$ cat config.mk
export PLATFORM = sky130hd
export DESIGN_NAME = team_06_delay_line_ctrl
export DESIGN_NICKNAME = d
export VERILOG_FILES = /design/src/rtl/team_06_delay_line_ctrl.sv
export SDC_FILE = /design/constraint.sdc
export NUM_CORES = 1
export LEC_CHECK = 0
export ABC_CLOCK_PERIOD_IN_PS = 3300
export CAP_MARGIN = 20
export CELL_PAD_IN_SITES_DETAIL_PLACEMENT = 1
export CELL_PAD_IN_SITES_GLOBAL_PLACEMENT = 2
export CORE_MARGIN = 5
export CORE_UTILIZATION = 29
export DETAILED_ROUTE_END_ITERATION = 10
export PLACE_DENSITY_LB_ADDON = 0.1
export SLEW_MARGIN = 20
export SYNTH_ARGS = -nofsm -noshare
export SYNTH_HDL_FRONTEND = slang
export SYNTH_SLANG_ARGS = --single-unit
$ cat constraint.sdc
create_clock -name clk -period 3.3 [get_ports clk]
set_input_delay 0.33 -clock clk [delete_from_list [all_inputs] [get_ports clk]]
set_output_delay 0.33 -clock clk [all_outputs]
set_load 0.03 [all_outputs]
$ cat src/rtl/team_06_delay_line_ctrl.sv
// Circular delay-line controller: on each sample tick, read the sample stored
// `offset` ticks ago from byte memory, then write the new sample into the ring.
// Optional macro TEAM_06_FILL_GUARD_EN returns silence until enough history exists.
module team_06_delay_line_ctrl #(
  parameter int unsigned       ADDR_W    = 13,
  parameter int unsigned       MEM_AW    = 32,
  parameter logic [MEM_AW-1:0] BASE_ADDR = '0
) (
  input  logic              clk,
  input  logic              rst,
  input  logic              sample_tick,
  input  logic [7:0]        save_audio,
  input  logic [ADDR_W-1:0] offset,
  output logic [7:0]        past_output,
  output logic              past_valid,
  output logic              busy,
  output logic              overrun,
  output logic              mem_req,
  output logic              mem_we,
  output logic [MEM_AW-1:0] mem_addr,
  output logic [7:0]        mem_wdata,
  input  logic [7:0]        mem_rdata,
  input  logic              mem_ack,
  output logic [1:0]        dbg_state
);

  // Memory handshake: mem_req rises with we/addr/wdata and all stay stable until the
  // cycle in which mem_ack is high; the transfer completes on that clock edge.
  typedef enum logic [1:0] {
    ST_IDLE = 2'd0,
    ST_RD   = 2'd1,
    ST_WR   = 2'd2
  } state_t;

  state_t              state_q, state_d;
  logic [ADDR_W-1:0]   wr_ptr_q, wr_ptr_d;
  logic [7:0]          wbuf_q, wbuf_d;
  logic [7:0]          past_output_q, past_output_d;
  logic                past_valid_q, past_valid_d;
  logic                busy_q, busy_d;
  logic                overrun_q, overrun_d;
  logic                mem_req_q, mem_req_d;
  logic                mem_we_q, mem_we_d;
  logic [MEM_AW-1:0]   mem_addr_q, mem_addr_d;
  logic [7:0]          mem_wdata_q, mem_wdata_d;
  logic [ADDR_W-1:0]   eff;
  logic [ADDR_W-1:0]   rd_idx;
  logic                skip_rd;

`ifdef TEAM_06_FILL_GUARD_EN
  logic [ADDR_W-1:0]   fill_q, fill_d;
`endif

  function automatic logic [MEM_AW-1:0] slot_addr(input logic [ADDR_W-1:0] idx);
    return BASE_ADDR + MEM_AW'(idx);
  endfunction

  always_comb begin
    state_d       = state_q;
    wr_ptr_d      = wr_ptr_q;
    wbuf_d        = wbuf_q;
    past_output_d = past_output_q;
    past_valid_d  = 1'b0;
    overrun_d     = overrun_q;
    mem_req_d     = mem_req_q;
    mem_we_d      = mem_we_q;
    mem_addr_d    = mem_addr_q;
    mem_wdata_d   = mem_wdata_q;
    eff           = (offset == '0) ? ADDR_W'(1) : offset;
    rd_idx        = wr_ptr_q - eff;
`ifdef TEAM_06_FILL_GUARD_EN
    fill_d        = fill_q;
    skip_rd       = (eff > fill_q);
`else
    skip_rd       = 1'b0;
`endif

    case (state_q)
      ST_IDLE: begin
        if (sample_tick) begin
          wbuf_d    = save_audio;
          mem_req_d = 1'b1;
          if (skip_rd) begin
            // Not enough history yet: emit silence and go straight to the write.
            past_output_d = '0;
            past_valid_d  = 1'b1;
            mem_we_d      = 1'b1;
            mem_addr_d    = slot_addr(wr_ptr_q);
            mem_wdata_d   = save_audio;
            state_d       = ST_WR;
          end else begin
            mem_we_d   = 1'b0;
            mem_addr_d = slot_addr(rd_idx);
            state_d    = ST_RD;
          end
        end
      end
      ST_RD: begin
        if (sample_tick) overrun_d = 1'b1;
        if (mem_ack) begin
          past_output_d = mem_rdata;
          past_valid_d  = 1'b1;
          mem_we_d      = 1'b1;
          mem_addr_d    = slot_addr(wr_ptr_q);
          mem_wdata_d   = wbuf_q;
          state_d       = ST_WR;
        end
      end
      ST_WR: begin
        // A tick coinciding with the write ack is still dropped.
        if (sample_tick) overrun_d = 1'b1;
        if (mem_ack) begin
          wr_ptr_d  = wr_ptr_q + ADDR_W'(1);
`ifdef TEAM_06_FILL_GUARD_EN
          if (fill_q != '1) fill_d = fill_q + ADDR_W'(1);
`endif
          mem_req_d = 1'b0;
          state_d   = ST_IDLE;
        end
      end
      default: begin
        mem_req_d = 1'b0;
        state_d   = ST_IDLE;
      end
    endcase

    busy_d = (state_d != ST_IDLE);
  end

  always_ff @(posedge clk) begin
    if (!rst) begin
      state_q       <= ST_IDLE;
      wr_ptr_q      <= '0;
      wbuf_q        <= '0;
      past_output_q <= '0;
      past_valid_q  <= 1'b0;
      busy_q        <= 1'b0;
      overrun_q     <= 1'b0;
      mem_req_q     <= 1'b0;
      mem_we_q      <= 1'b0;
      mem_addr_q    <= '0;
      mem_wdata_q   <= '0;
`ifdef TEAM_06_FILL_GUARD_EN
      fill_q        <= '0;
`endif
    end else begin
      state_q       <= state_d;
      wr_ptr_q      <= wr_ptr_d;
      wbuf_q        <= wbuf_d;
      past_output_q <= past_output_d;
      past_valid_q  <= past_valid_d;
      busy_q        <= busy_d;
      overrun_q     <= overrun_d;
      mem_req_q     <= mem_req_d;
      mem_we_q      <= mem_we_d;
      mem_addr_q    <= mem_addr_d;
      mem_wdata_q   <= mem_wdata_d;
`ifdef TEAM_06_FILL_GUARD_EN
      fill_q        <= fill_d;
`endif
    end
  end

  assign past_output = past_output_q;
  assign past_valid  = past_valid_q;
  assign busy        = busy_q;
  assign overrun     = overrun_q;
  assign mem_req     = mem_req_q;
  assign mem_we      = mem_we_q;
  assign mem_addr    = mem_addr_q;
  assign mem_wdata   = mem_wdata_q;
  assign dbg_state   = state_q;

endmodule

==> results.yml, run 1 <==
sta:
  fin_worst_skew_ns: 0.0137
  rsz0062_at_grt: "false"
  worst_slack_ns: 0.621
  fmax_mhz: 373
  fin_crit_ns: 2.68
  post-route-period-util_pct: 81.2
  final_max_slew_viol_count: 0
  setup_viol: 0
  final.setup.tns_ns: 0
  hold_ws_ns: 0.460
  finalHoldViolations: 0
power_and_ir_drop:
  vdd_drop_max_uv: 167
  cellPowerDensity_mw_per_mm2: 452
  p_sw_uw: 565
  power_leakage_nw: 1.61
  clockPowerShare_pct: 36.5
  internal_power_mw: 1.26
  pwr-share-seq_pct: 41.3
  power_frac_comb_pct: 22.2
  power.share.switching_pct: 31.0
synth:
  syn-cell-area_mm2: 0.00308
  ys_warn_count: 0
  syn-instance-count: 374
  avgSynthCellArea_um2: 8.24
  yosysSeqAreaShare_pct: 37.0
  ys_dominant_reg_cell: "dfxtp_1"
  synth_edf_count: 0
  async_reset_ff_share_pct: 0
  ys_ff_latch: 57
  ys_types: 48
worst_setup_path:
  critPathTopFamily: "compound AO/OA/AOI/OAI gates"
  cpMostUsedCell: "a21oi_1"
  startpoint: "offset[1]"
  path_max_fanout: 4
  r2r_start: "dbg_state[1]"
  cp_slowest_cell: "clkdlybuf4s50_1"
  path_cells: "clkdlybuf4s50_1, nor4_1, a31o_2, ha_1, fa_1, nand2b_1, a21oi_1, a211oi_2, o21ai_1, xnor2_1, a21oi_1"
  start_kind: "input pin"
  arrival_ns: 2.91
  cp-end-kind: "flip-flop"
  slowest_delay_ns: 0.48
  cp_num_buf_inv: 1
  critical_path_class: "input pin to flip-flop"
  required_ns: 3.53
global_route:
  grt_usage_pct: 14.2
  grt_max_degree: 42
  grt_pass1_wl_um: 14300
  grt_overflow_total: 0
  grt_pass1_vias: 2855
  antenna_found_initial: 0
clock_tree:
  numCtsBuffers: 9
  path_clk_slew_ns: 0.08
  htreeDepth: 3
  cts-root-buf: "clkbuf_8"
  clock_latency_ns: 0.34
  cts.repair.resized: 0
  clk_path_buf_depth: 2
  cts_setup_buffers: 0
  postCtsHoldBufs: 0
  cts_tree: "yes"
  clock_sinks: 57
layout:
  fill_cells: 1258
  final_cells: 583
  fin_util_pct: 38.9
  multi_input_area_mm2: 0.00172
  finalNetCount: 493
  area_growth_pct: 30.7
  diodes: 0
  regArea_mm2: 0.00114
  drive_gt1_share_pct: 6.94
route:
  drcViolationCount: 0
  routed-via-count: 2680
  antenna_left: 0
  wl_per_cell_um: 15.0
  drt-initial-drc-count: 110
  dr.pass1.iters: 4
  routed_wl_um: 8740
  viasPerCell: 4.60
job:
  drv_cap: 0
placed_design:
  placed_cells: 567
  place_ws_ns: 0.288
  gp_congestion: 0.766
  port_buffers: 68
  dp_hpwl_um: 6650
floorplan:
  die_x_um: 113
  die_h_um: 113
  core_area_mm2: 0.0104
  initial_core_util_pct: 29.7
  rows: 37
  dieArea_mm2: 0.0128
  io_pins: 88
worst_hold_path:
  hold_path.class: "flip-flop to flip-flop"
  min_from: "wbuf_q[2]"
run_status:
  status: "finished, final reports clean"
==> final timing paths <==
path	end	slack (ns)	depth (start not counted)
min	wbuf_q[2]	0.46	2
max reg2reg	busy	1.05	9
min reg2reg	wbuf_q[2]	0.46	2
max	mem_addr[12]	0.62	11
==> cell usage in the layout (no fill, tap or decap), types with 5 or more instances in the layout <==
cell              n
a21boi_0         19
a21oi_1          31
a31oi_1           5
and2_1           12
buf_4             6
clkbuf_8         10
clkdlybuf4s50_1  68
conb_1           19
dfxtp_1          57
ha_1             17
inv_1            19
mux2i_1           6
nand2_1          68
nand3_1           8
nor2_1           10
o211ai_1          5
o21ai_0          10
xnor2_1          18
==> synth_stat cells (2+ instances only) <==
library cell  instances  area [um2]
nand2_1              68         255
dfxtp_1              57        1140
a21oi_1              31         155
buf_4                21         158
a21boi_0             19         143
inv_1                19        71.3
xnor2_1              18         158
ha_1                 17         213
and2_1               12        75.1
clkbuf_1             11        41.3
nor2_1               10        37.5
o21ai_0              10        50.1
nand3_1               8        40.0
mux2i_1               6        60.1
a31oi_1               5        31.3
o211ai_1              5        37.5
a21o_1                4        30.0
and3_1                4        25.0
nand2b_1              4        25.0
nor2b_1               4        25.0
o21ai_1               4        20.0
xor2_1                4        35.0
nor4_1                3        18.8
or3_1                 3        18.8
a211oi_1              2        15.0
buf_2                 2        10.0
inv_2                 2        7.51
==> power groups by stage <==
stage                     registers [mW]  logic (mW)  clock network, mW
after floorplan                    0.831       0.199                  0
after global placement             0.768       0.408                  0
after detailed placement           0.769       0.410                  0
after CTS                          0.754       0.412              0.685
after global routing               0.759       0.441              0.717
final                              0.753       0.405              0.665
==> area by class of cell <==
type	instances	area share, %
Multi-Input combinational cell	279	42.6
Sequential cell	57	28.3
Timing Repair Buffer	74	18.0
Tap cell	136	4.22
Clock buffer	11	3.51
Inverter	21	1.96
Clock inverter	5	1.37
==> per-stage QoR <==
| stage | power (mW) | cell area (um2) |
|---|---|---|
| 2_1_floorplan | 1.03 | 3150 |
| 4_1_cts | 1.85 | 4030 |
| 6_report | 1.82 | 4030 |
| 3_3_place_gp | 1.18 | 3830 |
| 3_5_place_dp | 1.18 | 3830 |
| 5_1_grt | 1.92 | 4030 |
==> registers in the layout, summed over array words and instances (netlist names) <==
| signal | flops |
|---|---|
| busy | 1 |
| dbg_state | 2 |
| mem_addr | 13 |
| mem_req | 1 |
| mem_wdata | 8 |
| mem_we | 1 |
| overrun | 1 |
| past_output | 8 |
| past_valid | 1 |
| wbuf_q | 8 |
| wr_ptr_q | 13 |
==> cells by family after synthesis <==
kind of cell               count (synthesis)  share of synthesized area, %
AOI/OAI and AO/OA                         90                          18.5
xor gates and xnor gates                  22                          6.25
adders and majority gates                 18                          7.55
buffers and inverters                     56                          9.46
DFF                                       57                          37.0
muxes                                      6                          1.95
other                                      1                         0.122
and+or+nand+nor                          124                          19.2
==> tightest hold or removal path, cell delays in order (launching register included) <==
cell     delay, ns
dfxtp_1       0.31
nand2_1       0.05
a21oi_1       0.05
==> metal layers <==
metal	track usage, %	vias up	share of wire (%)
met5	0	-	0
met4	5.53	0	1.9
met3	2.99	14	4.4
met2	24.4	66	47
met1	17.2	1242	46
li1	-	1358	-
(Power assumes the default switching activity.)
==> run 2, diff against run 1 <==
ABC_CLOCK_PERIOD_IN_PS = 2500   (was 3300)
CORE_UTILIZATION = 27   (was 29)
clock period = 2.5 ns   (was 3.3 ns; I/O delays follow)
==> results.yml, run 2 (synthesis gave the netlist of run 1 again) <==
floorplan:
  core_area_mm2: 0.0113
  dieArea_mm2: 0.0137
  die_h_um: 117
  die_x_um: 117
  io_pins: 88
  initial_core_util_pct: 27.2
  rows: 39
global_route:
  grt_pass1_wl_um: 14800
  antenna_found_initial: 0
  grt_max_degree: 20
  grt_pass1_vias: 2911
  grt_overflow_total: 0
  grt_usage_pct: 14.1
sta:
  post-route-period-util_pct: 92.3
  worst_slack_ns: 0.192
  slew-limit-headroom_pct: 63.8
  tightest_slew_ns: 0.541
  fmax_mhz: 433
  final_max_slew_viol_count: 0
  finalHoldViolations: 0
  final.setup.tns_ns: 0
  fin_worst_skew_ns: 0.00637
  fin_crit_ns: 2.31
  rsz0062_at_grt: "false"
  setup_viol: 0
  hold_ws_ns: 0.456
power_and_ir_drop:
  internal_power_mw: 1.99
  power_frac_comb_pct: 20.1
  clockPowerShare_pct: 43.8
  cellPowerDensity_mw_per_mm2: 641
  vdd_drop_max_uv: 221
  power_leakage_nw: 1.77
  p_sw_uw: 777
  power.share.switching_pct: 28.1
  pwr-share-seq_pct: 36.0
layout:
  diodes: 0
  area_growth_pct: 40.0
  finalNetCount: 512
  finalInstanceArea_mm2: 0.00432
  drive_gt1_share_pct: 11.8
  regArea_mm2: 0.00114
  multi_input_area_mm2: 0.00176
  fill_cells: 1336
  final_cell_mix: "nand2_1, clkdlybuf4s50_1, dfxtp_1, a21oi_1, buf_4"
clock_tree:
  cts_tree: "yes"
  numCtsBuffers: 9
  clock_sinks: 57
  path_clk_slew_ns: 0.05
  clock_latency_ns: 0.33
  clk_path_buf_depth: 2
  postCtsHoldBufs: 0
  htreeDepth: 3
  cts-root-buf: "clkbuf_16"
worst_setup_path:
  arrival_ns: 2.51
  path_max_fanout: 4
  start_kind: "input pin"
  critical_path_class: "input pin to flip-flop"
  cp-end-kind: "flip-flop"
  required_ns: 2.70
placed_design:
  place_ws_ns: -0.320
  port_buffers: 68
  gp_congestion: 0.810
  post_dp_cell_area_mm2: 0.00399
  dp_hpwl_um: 7150
route:
  antenna_left: 0
  dr.pass1.iters: 4
  routed-via-count: 2764
  drcViolationCount: 0
  routed_wl_um: 9170
  drt-initial-drc-count: 83
  viasPerCell: 4.54
  wl_per_cell_um: 15.0
worst_hold_path:
  hold_path.class: "flip-flop to flip-flop"
run_status:
  status: "finished, final reports clean"
job:
  drv_cap: 0
-- run 2: changes by cell type in the layout (fill, tap and decap cells not counted), sizes merged --
cell / change
buf: +19
clkbuf: +2
clkinvlp: -2
-- run 2: per-layer routing --
metal  global-route usage [%]  part of all wire (%)  vias up
met5                        0                     0        -
met4                     6.19                   1.9        0
met3                     2.67                   5.2       13
met2                     22.9                    46       60
met1                     18.2                    47     1294
li1                         -                     -     1397
-- run 2: critical path, cell delays in order --
cell and delay (ns):
clkdlybuf4s50_1 0.53, nor4_1 0.07, a31o_2 0.23, ha_2 0.18, fa_2 0.34, nand2b_4 0.15
a21oi_2 0.13, a211oi_2 0.06, buf_4 0.16, o21bai_4 0.11, mux2i_1 0.20, a31oi_1 0.09
-- run 2: repair_timing --
action / in CTS / in global routing
hold endpoints to repair: 0 / 0
buffers inserted: 0 / 0
setup endpoints to repair: 0 / 4
gates resized for setup: 0 / 7
-- run 2: cell type report --
class,instances,area share (%)
clock buffer,13,5.80
clock inverter,3,0.928
inverter,21,1.83
multi-input combinational,279,40.7
sequential,57,26.4
tap,143,4.15
timing repair buffer,93,20.1
-- run 2: worst paths after layout --
check / start / endpoint / slack, ns / cells after the start
worst max-delay path: offset[5] / mem_addr[8] / 0.19 / 12
worst min-delay path: wbuf_q[6] / wbuf_q[6] / 0.46 / 2
worst max register to register: wr_ptr_q[0] / mem_addr[8] / 0.46 / 10
worst min register to register: wbuf_q[6] / wbuf_q[6] / 0.46 / 2
-- run 2: through the flow --
step	power (mW)	instances	util, %
2_1_floorplan	1.36	392	-
3_3_place_gp	1.57	593	35.2
3_5_place_dp	1.58	593	35.2
4_1_cts	2.82	609	37.8
5_1_grt	2.89	609	38.1
6_report	2.76	609	38.1
-- run 2: power by group through the flow --
stage                     logic [mW]  registers [mW]  clock network (mW)
after floorplan                0.262            1.10                   0
after global placement         0.556            1.01                   0
after detailed placement       0.560            1.02                   0
after CTS                      0.563           0.997                1.26
after global routing           0.607            1.00                1.28
final                          0.557           0.996                1.21
